File: src/rtl/hazard_scoreboard_pkg.sv
// Shared types for the hazard scoreboard: pipeline slot record and
// forward-select encoding.
package hazard_scoreboard_pkg;

  localparam int unsigned SB_MAX_AW = 16;
  localparam int unsigned SB_MAX_SW = 4;

  typedef logic [SB_MAX_AW-1:0] sb_dest_t;
  typedef logic [SB_MAX_SW-1:0] sb_sel_t;

  typedef struct packed {
    logic     valid;
    logic     wb_en;
    sb_dest_t dest;
    logic     is_load;
  } sb_slot_t;

  localparam sb_sel_t FWD_REGFILE = '0;

  // Slot k forwards as select value k+1; 0 means read the register file.
  function automatic sb_sel_t slot_to_sel(input int unsigned k);
    return sb_sel_t'(k + 1);
  endfunction

endpackage

File: src/rtl/hazard_scoreboard_src_match.sv
// Per-source comparator: match vector against all in-flight slots and the
// select code of the youngest matching slot.
module sb_src_match
  import hazard_scoreboard_pkg::*;
#(
  parameter int unsigned DEPTH = 3
) (
  input  logic                 src_en,
  input  sb_dest_t             src,
  input  sb_slot_t [DEPTH-1:0] slots,
  output logic     [DEPTH-1:0] match,
  output logic                 load_hit,
  output sb_sel_t              sel
);

  logic found;

  always_comb begin
    match = '0;
    found = 1'b0;
    sel   = FWD_REGFILE;
    for (int unsigned k = 0; k < DEPTH; k++) begin
      // The WB slot writes through the register file in the same cycle.
      match[k] = src_en & slots[k].valid & slots[k].wb_en &
                 (slots[k].dest == src) & (k != DEPTH - 1);
      if (match[k] && !found) begin
        sel = slot_to_sel(k);
      end
      found = found | match[k];
    end
  end

  assign load_hit = match[0] & slots[0].is_load;

endmodule

File: src/rtl/hazard_scoreboard.sv
// In-order pipeline hazard scoreboard: tracks post-ID destinations, raises
// the IF/ID freeze and selects operand forwarding sources.
module hazard_scoreboard
  import hazard_scoreboard_pkg::*;
#(
  parameter int unsigned NREG_AW = 4,
  parameter int unsigned DEPTH   = 3,
  parameter int unsigned FWD_EN  = 1,
  localparam int unsigned SW     = $clog2(DEPTH + 1)
) (
  input  logic               clk,
  input  logic               rst,
  input  logic               id_valid,
  input  logic               id_src1_en,
  input  logic               id_src2_en,
  input  logic [NREG_AW-1:0] id_src1,
  input  logic [NREG_AW-1:0] id_src2,
  input  logic               id_wb_en,
  input  logic [NREG_AW-1:0] id_dest,
  input  logic               id_mem_r_en,
  input  logic               flush,
  input  logic               mem_stall,
  input  logic               cnt_clr,
  output logic               hazard,
  output logic [SW-1:0]      fwd_sel1,
  output logic [SW-1:0]      fwd_sel2,
  output logic [15:0]        stall_cnt
);

  sb_slot_t [DEPTH-1:0] slots_q, slots_d;
  logic     [15:0]      stall_cnt_q, stall_cnt_d;

  logic [DEPTH-1:0] match1, match2;
  logic             load_hit1, load_hit2;
  sb_sel_t          sel1, sel2;
  logic             dep_hazard;

  sb_src_match #(.DEPTH(DEPTH)) u_src1_match (
    .src_en   (id_src1_en),
    .src      (sb_dest_t'(id_src1)),
    .slots    (slots_q),
    .match    (match1),
    .load_hit (load_hit1),
    .sel      (sel1)
  );

  sb_src_match #(.DEPTH(DEPTH)) u_src2_match (
    .src_en   (id_src2_en),
    .src      (sb_dest_t'(id_src2)),
    .slots    (slots_q),
    .match    (match2),
    .load_hit (load_hit2),
    .sel      (sel2)
  );

  always_comb begin
    dep_hazard = 1'b0;
    hazard     = 1'b0;
    fwd_sel1   = '0;
    fwd_sel2   = '0;
    if (FWD_EN != 0) begin
      dep_hazard = id_valid & (load_hit1 | load_hit2);
    end else begin
      dep_hazard = id_valid & ((|match1) | (|match2));
    end
    if (rst) begin
      hazard = dep_hazard | mem_stall;
      if (FWD_EN != 0) begin
        fwd_sel1 = SW'(sel1);
        fwd_sel2 = SW'(sel2);
      end
    end
  end

  always_comb begin
    slots_d = slots_q;
    if (!mem_stall) begin
      for (int unsigned k = 1; k < DEPTH; k++) begin
        slots_d[k] = slots_q[k-1];
      end
      slots_d[0] = '0;
      if (id_valid && !hazard && !flush) begin
        slots_d[0].valid   = 1'b1;
        slots_d[0].wb_en   = id_wb_en;
        slots_d[0].dest    = sb_dest_t'(id_dest);
        slots_d[0].is_load = id_mem_r_en;
      end
    end
  end

  always_comb begin
    stall_cnt_d = stall_cnt_q;
    if (cnt_clr) begin
      stall_cnt_d = '0;
    end else if (hazard && stall_cnt_q != '1) begin
      stall_cnt_d = stall_cnt_q + 16'd1;
    end
  end

  always_ff @(posedge clk) begin
    if (!rst) begin
      slots_q     <= '0;
      stall_cnt_q <= '0;
    end else begin
      slots_q     <= slots_d;
      stall_cnt_q <= stall_cnt_d;
    end
  end

  assign stall_cnt = stall_cnt_q;

endmodule

File: config.mk
export PLATFORM = sky130hd
export DESIGN_NAME = hazard_scoreboard
export DESIGN_NICKNAME = d
export VERILOG_FILES = /design/src/rtl/hazard_scoreboard_pkg.sv /design/src/rtl/hazard_scoreboard_src_match.sv /design/src/rtl/hazard_scoreboard.sv
export SDC_FILE = /design/constraint.sdc
export NUM_CORES = 1
export LEC_CHECK = 0
export ABC_CLOCK_PERIOD_IN_PS = 3900
export BUFFER_PORTS_ARGS = -buffer_cell sky130_fd_sc_hd__buf_2
export CORE_UTILIZATION = 45
export DETAILED_ROUTE_END_ITERATION = 7
export GPL_ROUTABILITY_DRIVEN = 0
export GPL_TIMING_DRIVEN = 0
export PLACE_DENSITY = 0.66
export SLEW_MARGIN = 10
export SYNTH_ARGS = -nofsm -noshare
export SYNTH_HDL_FRONTEND = slang
export SYNTH_HIERARCHICAL = 1
export SYNTH_SLANG_ARGS = --single-unit
File: constraint.sdc
create_clock -name clk -period 3.9 [get_ports clk]
set_clock_uncertainty 0.2 [all_clocks]
set_input_delay 0.78 -clock clk [delete_from_list [all_inputs] [get_ports clk]]
set_output_delay 0.78 -clock clk [all_outputs]
set_load 0.03 [all_outputs]
* Yosys cells after proc, flatten, opt, wreduce, memory -nomap -nowiden *
Index checks and enable logic that the tools add are counted.
Widths: inputs -> output; s select.

operators by class
  add/sub/neg operators = 1
  equality and inequality tests = 5
  muxes and demuxes = 8
  bitwise operators = 18
  reduce and logical (&&, ||, !) cells = 10

operator list
  cell                   number
  $eq 16x4->1            4
  $mux 19                1
  $add 16x1->16 const B  1
  $ne 16x16->1 const B   1
  $and 1x1->1            15
  $mux 2                 4
  $logic_and 1x1->1      5
  $logic_not 1->1        4
  $mux 1                 3
  $or 1x1->1             2
  $reduce_or 2->1        1
  $not 1->1              1

word-level totals
  register bits after elaboration = 53
  input bits = 22
  output and inout bits = 21

* Longest topological paths before layout *
Gate-level depths: netlist of run 1.

  depth after elaboration = 12
  depth in mapped cells = 11
  depth with buffers taken out = 9

* Cells and area by module *
Netlist of run 1, hierarchy kept.

modules (own cells, without submodules)
  module                       instances  cells each  area each (um2)  seq. area each (um2)
  hazard_scoreboard            1          182         1,778.0          740.7
  sb_src_match (u_src1_match)  1          54          420.4            0.0
  sb_src_match (u_src2_match)  1          54          416.6            0.0

* Worst setup path after synthesis of run 1 *
OpenSTA, ideal clock, no wires.

  kind = input-to-output
  from = input id_src2[1]
  to = output hazard
  arrival = 2.573 ns
  data required time = 2.920 ns
  path slack = 0.347 ns
  stages = 9
  buffers on the path = 2
  cell sequence = xnor2_1 -> nand4_1 -> or4_4 -> nor3_1 -> o21a_4 -> o21ai_1 -> buf_2 -> clkbuf_1 -> inv_1

on the way
  cells in the longest elaborated chain, start to end = 7

RTL lines
  element        RTL line                           source
  from (decl)    hazard_scoreboard.sv:17            input logic [NREG_AW-1:0] id_src2,
  $eq 16x4->1    hazard_scoreboard_src_match.sv:25  (slots[k].dest == src) & (k != DEPTH - 1);
  $and 1x1->1    hazard_scoreboard_src_match.sv:24  match[k] = src_en & slots[k].valid & slots[k].wb_en &
  $and 1x1->1    hazard_scoreboard_src_match.sv:33  assign load_hit = match[0] & slots[0].is_load;
  via load_hit2  hazard_scoreboard.sv:34            logic load_hit1, load_hit2;
  $or 1x1->1     hazard_scoreboard.sv:62            dep_hazard = id_valid & (load_hit1 | load_hit2);
  $and 1x1->1    hazard_scoreboard.sv:62
  $or 1x1->1     hazard_scoreboard.sv:67            hazard = dep_hazard | mem_stall;
  $mux 1         hazard_scoreboard.sv:66            if (rst) begin
  to (decl)      hazard_scoreboard.sv:24            output logic hazard,

The timed path passes the listed nets, and every way through them passes these cells.

* Worst setup path after layout of run 1 *
  from = input id_src1[0]
  to = output hazard

on the way
  cells in the longest elaborated chain, start to end = 7

RTL lines
  element        RTL line                           source
  from (decl)    hazard_scoreboard.sv:16            input logic [NREG_AW-1:0] id_src1,
  $eq 16x4->1    hazard_scoreboard_src_match.sv:25
  $and 1x1->1    hazard_scoreboard_src_match.sv:24
  $and 1x1->1    hazard_scoreboard_src_match.sv:33
  via load_hit1  hazard_scoreboard.sv:34
  $or 1x1->1     hazard_scoreboard.sv:62
  $and 1x1->1    hazard_scoreboard.sv:62
  $or 1x1->1     hazard_scoreboard.sv:67
  $mux 1         hazard_scoreboard.sv:66

The timed path passes the listed nets, and every way through them passes these cells.

==> results_dict.tcl, run 1 <==
set metrics [dict create \
    cellPowerDensity_nw_per_um2 225 \
    cp_data_required_time_ns 2.92 \
    reg2reg_from "slots_q[2]" \
    count_of_nets_left_with_antenna_violations_after_detail_routing 0 \
    start_kind "input pin" \
    crit_path_max_fanout 19 \
    crit_start "id_src1[0]" \
    period_share_pct 95.8 \
    design_area_um2 3000 \
    tritoncts "yes" \
    numCtsBuffers 5 \
    hp-start "stall_cnt[14]" \
    post_route_cells_drive_above_1_share_pct 17.8 \
    syn_inst 255 \
    cap_viol_max_count 0 \
    worstSkewPairLatency_ns 0.29 \
    layout_commonest_cell "sky130_fd_sc_hd__conb_1" \
    core_um2 4790 \
    finalCoreUtilization_pct 62.7 \
    achievable-frequency_mhz 268 \
    avgRoutedWirePerCell_um 10.6 \
    port_buffers 41 \
    placementRows 25 \
    cts_hold_buf 0 \
    hold_path.class "reg2reg" \
    remaining_drc_errors 0 \
    number_of_diodes 0 \
    grtUsageTotal_pct 19.9 \
    dr.first_iter.drc_count 76 \
    hold_violations 0 \
    dpl_worst_slack_ns -0.215 \
    totalPowerFinal_uw 674 \
    final_nets 420 \
    htree_num_levels 2 \
    run_status "completed" \
    cts.path.max_buffers 2 \
    overflow 0 \
    number_of_placed_i_o_pins 43 \
    setup-violations-final 0 \
    postPlaceCellArea_um2 2900 \
    static-leakage-power_nw 1.21 \
    synthesis.area_um2 2260 \
    die_h_um 72.8 \
    yosys_warnings 6 \
    instances_no_fill 465 \
    fp.dieArea_um2 5300 \
    clkTransAtPathRegs_ns 0.06 \
    maxSlewViolCount 0 \
    vias_per_cell 4.52 \
    first_global_vias 1914 \
    dp_hpwl_mm 3.96 \
    vdd_ir_drop_max_uv 161 \
    cp_data_arrival_time_ns 2.75 \
    grt_pass1_wl_mm 8.18 \
    worst_slew_pin_tran_ns 0.555 \
    post-route-min-period_ns 3.73 \
    inst_count_dp 458 \
    floorplan.initialDensity_pct 47.1 \
    setup_slack_ns 0.165 \
    timing.critical_path.to_type "output port" \
    worst_slew_margin_rel_pct 63.0 \
    cts_root_buffer "sky130_fd_sc_hd__clkbuf_8" \
    worst-setup-path-type "in2out" \
    grt_max_degree 20 \
    floorplan.die.width_um 72.8 \
    post_synth.cell_area_avg_um2 8.85 \
    total_iterations_of_the_first_detailed_routing_run 4 \
    route.final.wire_length_mm 4.93 \
    finalSetupTns_ns 0 \
    antenna_found_initial 0 \
    rsz_0062_raised_after_global_routing "false" \
    holdWs_ns 0.303 \
    number_of_sinks_handled_by_clock_tree_synthesis 29 \
    area_delta_synth_final_pct 32.9 \
    final_cell_mix "96 x sky130_fd_sc_hd__conb_1, 58 x sky130_fd_sc_hd__xnor2_1, 43 x sky130_fd_sc_hd__buf_2" \
    routed-via-count 2104 \
    post_cts.repair.setup_buffers 0 \
]
[layer usage]
layer | up-vias | GRT usage [%] | wire (µm)
met3 | 8 | 2.90 | 155
met1 | 942 | 21.6 | 2110
li1 | 1116 | - | -
met5 | - | 0 | 0
met2 | 38 | 38.6 | 2600
met4 | 0 | 7.63 | 74
[critical path, cell delays in order]
cell	delay, ns
sky130_fd_sc_hd__buf_2	0.12
sky130_fd_sc_hd__xnor2_1	0.19
sky130_fd_sc_hd__nand4_1	0.14
sky130_fd_sc_hd__or4_4	0.59
sky130_fd_sc_hd__nor3_2	0.15
sky130_fd_sc_hd__o21a_4	0.18
sky130_fd_sc_hd__o21ai_1	0.09
sky130_fd_sc_hd__clkbuf_4	0.23
sky130_fd_sc_hd__inv_1	0.09
sky130_fd_sc_hd__buf_2	0.19
[sequential cells by signal (all words and copies together), names as in the netlist]
register	cells
slots_q	13
stall_cnt	16
[timing repair]
action | 4_1_cts | 5_1_grt
setup endpoints to repair | 1 | 1
pin swaps | 0 | 0
gates cloned | 0 | 0
resized for setup | 1 | 3
[final cells by class]
class / count / area (µm²)
multi-input cells: 303 / 1970
fillers: 448 / 1790
flip-flops and latches: 29 / 581
repair buffers: 41 / 205
well taps: 67 / 83.8
clock buffers: 6 / 72.6
plain buffers: 11 / 58.8
inverters: 6 / 22.5
clock inverters: 2 / 10.0
[worst paths after layout]
kind	endpoint	slack, ns	cells after the start
max	hazard	0.17	10
min	stall_cnt[14]	0.30	2
max reg2reg	stall_cnt[2]	0.89	9
min reg2reg	stall_cnt[14]	0.30	2
[power breakdown]
part / leakage [nW] / switching (mW) / internal [mW] / total, mW
Combinational: 0.932 / 0.0679 / 0.0622 / 0.130
Clock: 0.0450 / 0.118 / 0.123 / 0.241
Sequential: 0.234 / 0.00380 / 0.299 / 0.303
Total: 1.21 / 0.189 / 0.485 / 0.674
(Power assumes the default switching activity.)
==> run 2, diff against run 1 <==
PLACE_DENSITY = 0.67   (was 0.66)
==> run 2 against run 1 <==
Compared with the run above: largest power group unchanged; combinational power barely moved; largest cell class unchanged; die area did not move; count of clock-buffer cells in the layout rose by 1; first-iteration DRC count fell by 14%; design area rose by 0.17%; setup slack got worse by 0.029 ns; via count fell by 0.95%.
==> results_dict.tcl, run 2 (synthesized netlist as in run 1, its figures left out) <==
set metrics [dict create \
    fp.dieArea_um2 5300 \
    number_of_flip_flops_under_the_largest_register_name 16 \
    grtUsageTotal_pct 20.0 \
    post_route_cells_drive_above_1_share_pct 17.8 \
    post_cts.resized_instances 1 \
    layout_commonest_cell "sky130_fd_sc_hd__conb_1" \
    cp_data_arrival_time_ns 2.78 \
    vdd_ir_drop_max_uv 160 \
    worst_slew_margin_rel_pct 60.7 \
    floorplan.initialDensity_pct 47.1 \
    run_status "completed" \
    total_iterations_of_the_first_detailed_routing_run 4 \
    placementRows 25 \
    dp_hpwl_mm 3.88 \
    multi_input_area_um2 1950 \
    post_cts.repair.setup_buffers 0 \
    area_delta_synth_final_pct 33.2 \
    area_taken_by_flip_flops_and_latches_um2 581 \
    start_kind "input pin" \
    crit_path_max_fanout 19 \
    htree_num_levels 2 \
    die_h_um 72.8 \
    clkTransAtPathRegs_ns 0.06 \
    worstSkewPairLatency_ns 0.28 \
    vias_per_cell 4.48 \
    routed-via-count 2084 \
    dpl_worst_slack_ns -0.173 \
    grt_max_degree 20 \
    cellPowerDensity_nw_per_um2 236 \
    achievable-frequency_mhz 266 \
    overflow 0 \
    maxSlewViolCount 0 \
    dr.first_iter.drc_count 65 \
    port_buffers 41 \
    final_cell_mix "96 x sky130_fd_sc_hd__conb_1, 58 x sky130_fd_sc_hd__xnor2_1, 44 x sky130_fd_sc_hd__buf_2" \
    finalSetupTns_ns 0 \
    tritoncts "yes" \
    setup-violations-final 0 \
    antenna_found_initial 0 \
    setup_slack_ns 0.136 \
    first_global_vias 1907 \
    number_of_placed_i_o_pins 43 \
    number_of_sinks_handled_by_clock_tree_synthesis 29 \
    count_of_nets_left_with_antenna_violations_after_detail_routing 0 \
    grt_pass1_wl_mm 8.32 \
    floorplan.die.width_um 72.8 \
    finalCoreUtilization_pct 62.8 \
    avgRoutedWirePerCell_um 10.2 \
    cap_viol_max_count 0 \
    cts.path.max_buffers 2 \
    rsz_0062_raised_after_global_routing "false" \
    numCtsBuffers 5 \
    cp_data_required_time_ns 2.92 \
    cts_hold_buf 0 \
    post-route-min-period_ns 3.76 \
    timing.critical_path.to_type "output port" \
    period_share_pct 96.5 \
    core_um2 4790 \
    worst_slew_pin_tran_ns 0.589 \
    final.fill_count 449 \
    cts_root_buffer "sky130_fd_sc_hd__clkbuf_8" \
    remaining_drc_errors 0 \
    hold_violations 0 \
    final_nets 420 \
    static-leakage-power_nw 1.20 \
    route.final.wire_length_mm 4.75 \
    number_of_diodes 0 \
    worst-setup-path-type "in2out" \
    hold_path.class "reg2reg" \
]
## run 2: cell count changes in the layout (fill, tap and decap cells not counted)
cell / change
sky130_fd_sc_hd__clkbuf_1: -1
sky130_fd_sc_hd__clkinv_2: -1
sky130_fd_sc_hd__clkbuf_8: +2
sky130_fd_sc_hd__nor3_4: -1
sky130_fd_sc_hd__buf_2: +1
sky130_fd_sc_hd__clkbuf_4: -1
sky130_fd_sc_hd__nor3_1: +1
## run 2: final timing paths
kind,start,end,slack (ns),cells past startpoint
worst max-delay path,id_src1[0],hazard,0.14,10
worst min-delay path,stall_cnt[14],stall_cnt[14],0.31,2
worst max register to register,slots_q[1],stall_cnt[2],0.89,9
worst min register to register,stall_cnt[14],stall_cnt[14],0.31,2
## run 2: routing by layer
metal  track usage, %  vias up  wire length, µm
met2             36.4       37             2330
met5                0        -                0
li1                 -     1122                -
met3             4.97        5              187
met1             23.9      920             2200
met4             3.27        0               26
## run 2: critical path, cell delays in order
cell and delay, ns:
sky130_fd_sc_hd__buf_2 0.12, sky130_fd_sc_hd__xnor2_1 0.19, sky130_fd_sc_hd__nand4_1 0.12, sky130_fd_sc_hd__or4_4 0.56, sky130_fd_sc_hd__nor3_1 0.20, sky130_fd_sc_hd__o21a_4 0.20, sky130_fd_sc_hd__o21ai_1 0.09, sky130_fd_sc_hd__buf_2 0.23
sky130_fd_sc_hd__inv_1 0.10, sky130_fd_sc_hd__buf_2 0.19
## run 2: cell type report
| class | instances | share of cell area (%) |
|---|---|---|
| multi-input cells | 303 | 65.1 |
| flip-flops and latches | 29 | 19.3 |
| repair buffers | 41 | 6.83 |
| clock buffers | 7 | 3.21 |
| well taps | 67 | 2.79 |
| plain buffers | 11 | 1.87 |
| inverters | 6 | 0.750 |
| clock inverters | 1 | 0.167 |
## run 2: power breakdown
group / internal (mW) / leakage, nW / switching [mW]
Sequential: 0.299 / 0.234 / 0.00358
Clock: 0.159 / 0.0542 / 0.118
Combinational: 0.0619 / 0.916 / 0.0671
## run 2: per-stage QoR
stage / area [µm²] / cells / hold WS, ns / total power [mW]
2_1_floorplan: 2610 / 350 / 0.308 / 0.409
3_3_place_gp: 2900 / 458 / 0.286 / 0.435
3_5_place_dp: 2900 / 458 / 0.296 / 0.435
4_1_cts: 3000 / 465 / 0.306 / 0.710
5_1_grt: 3000 / 465 / 0.368 / 0.745
6_report: 3000 / 465 / 0.307 / 0.710
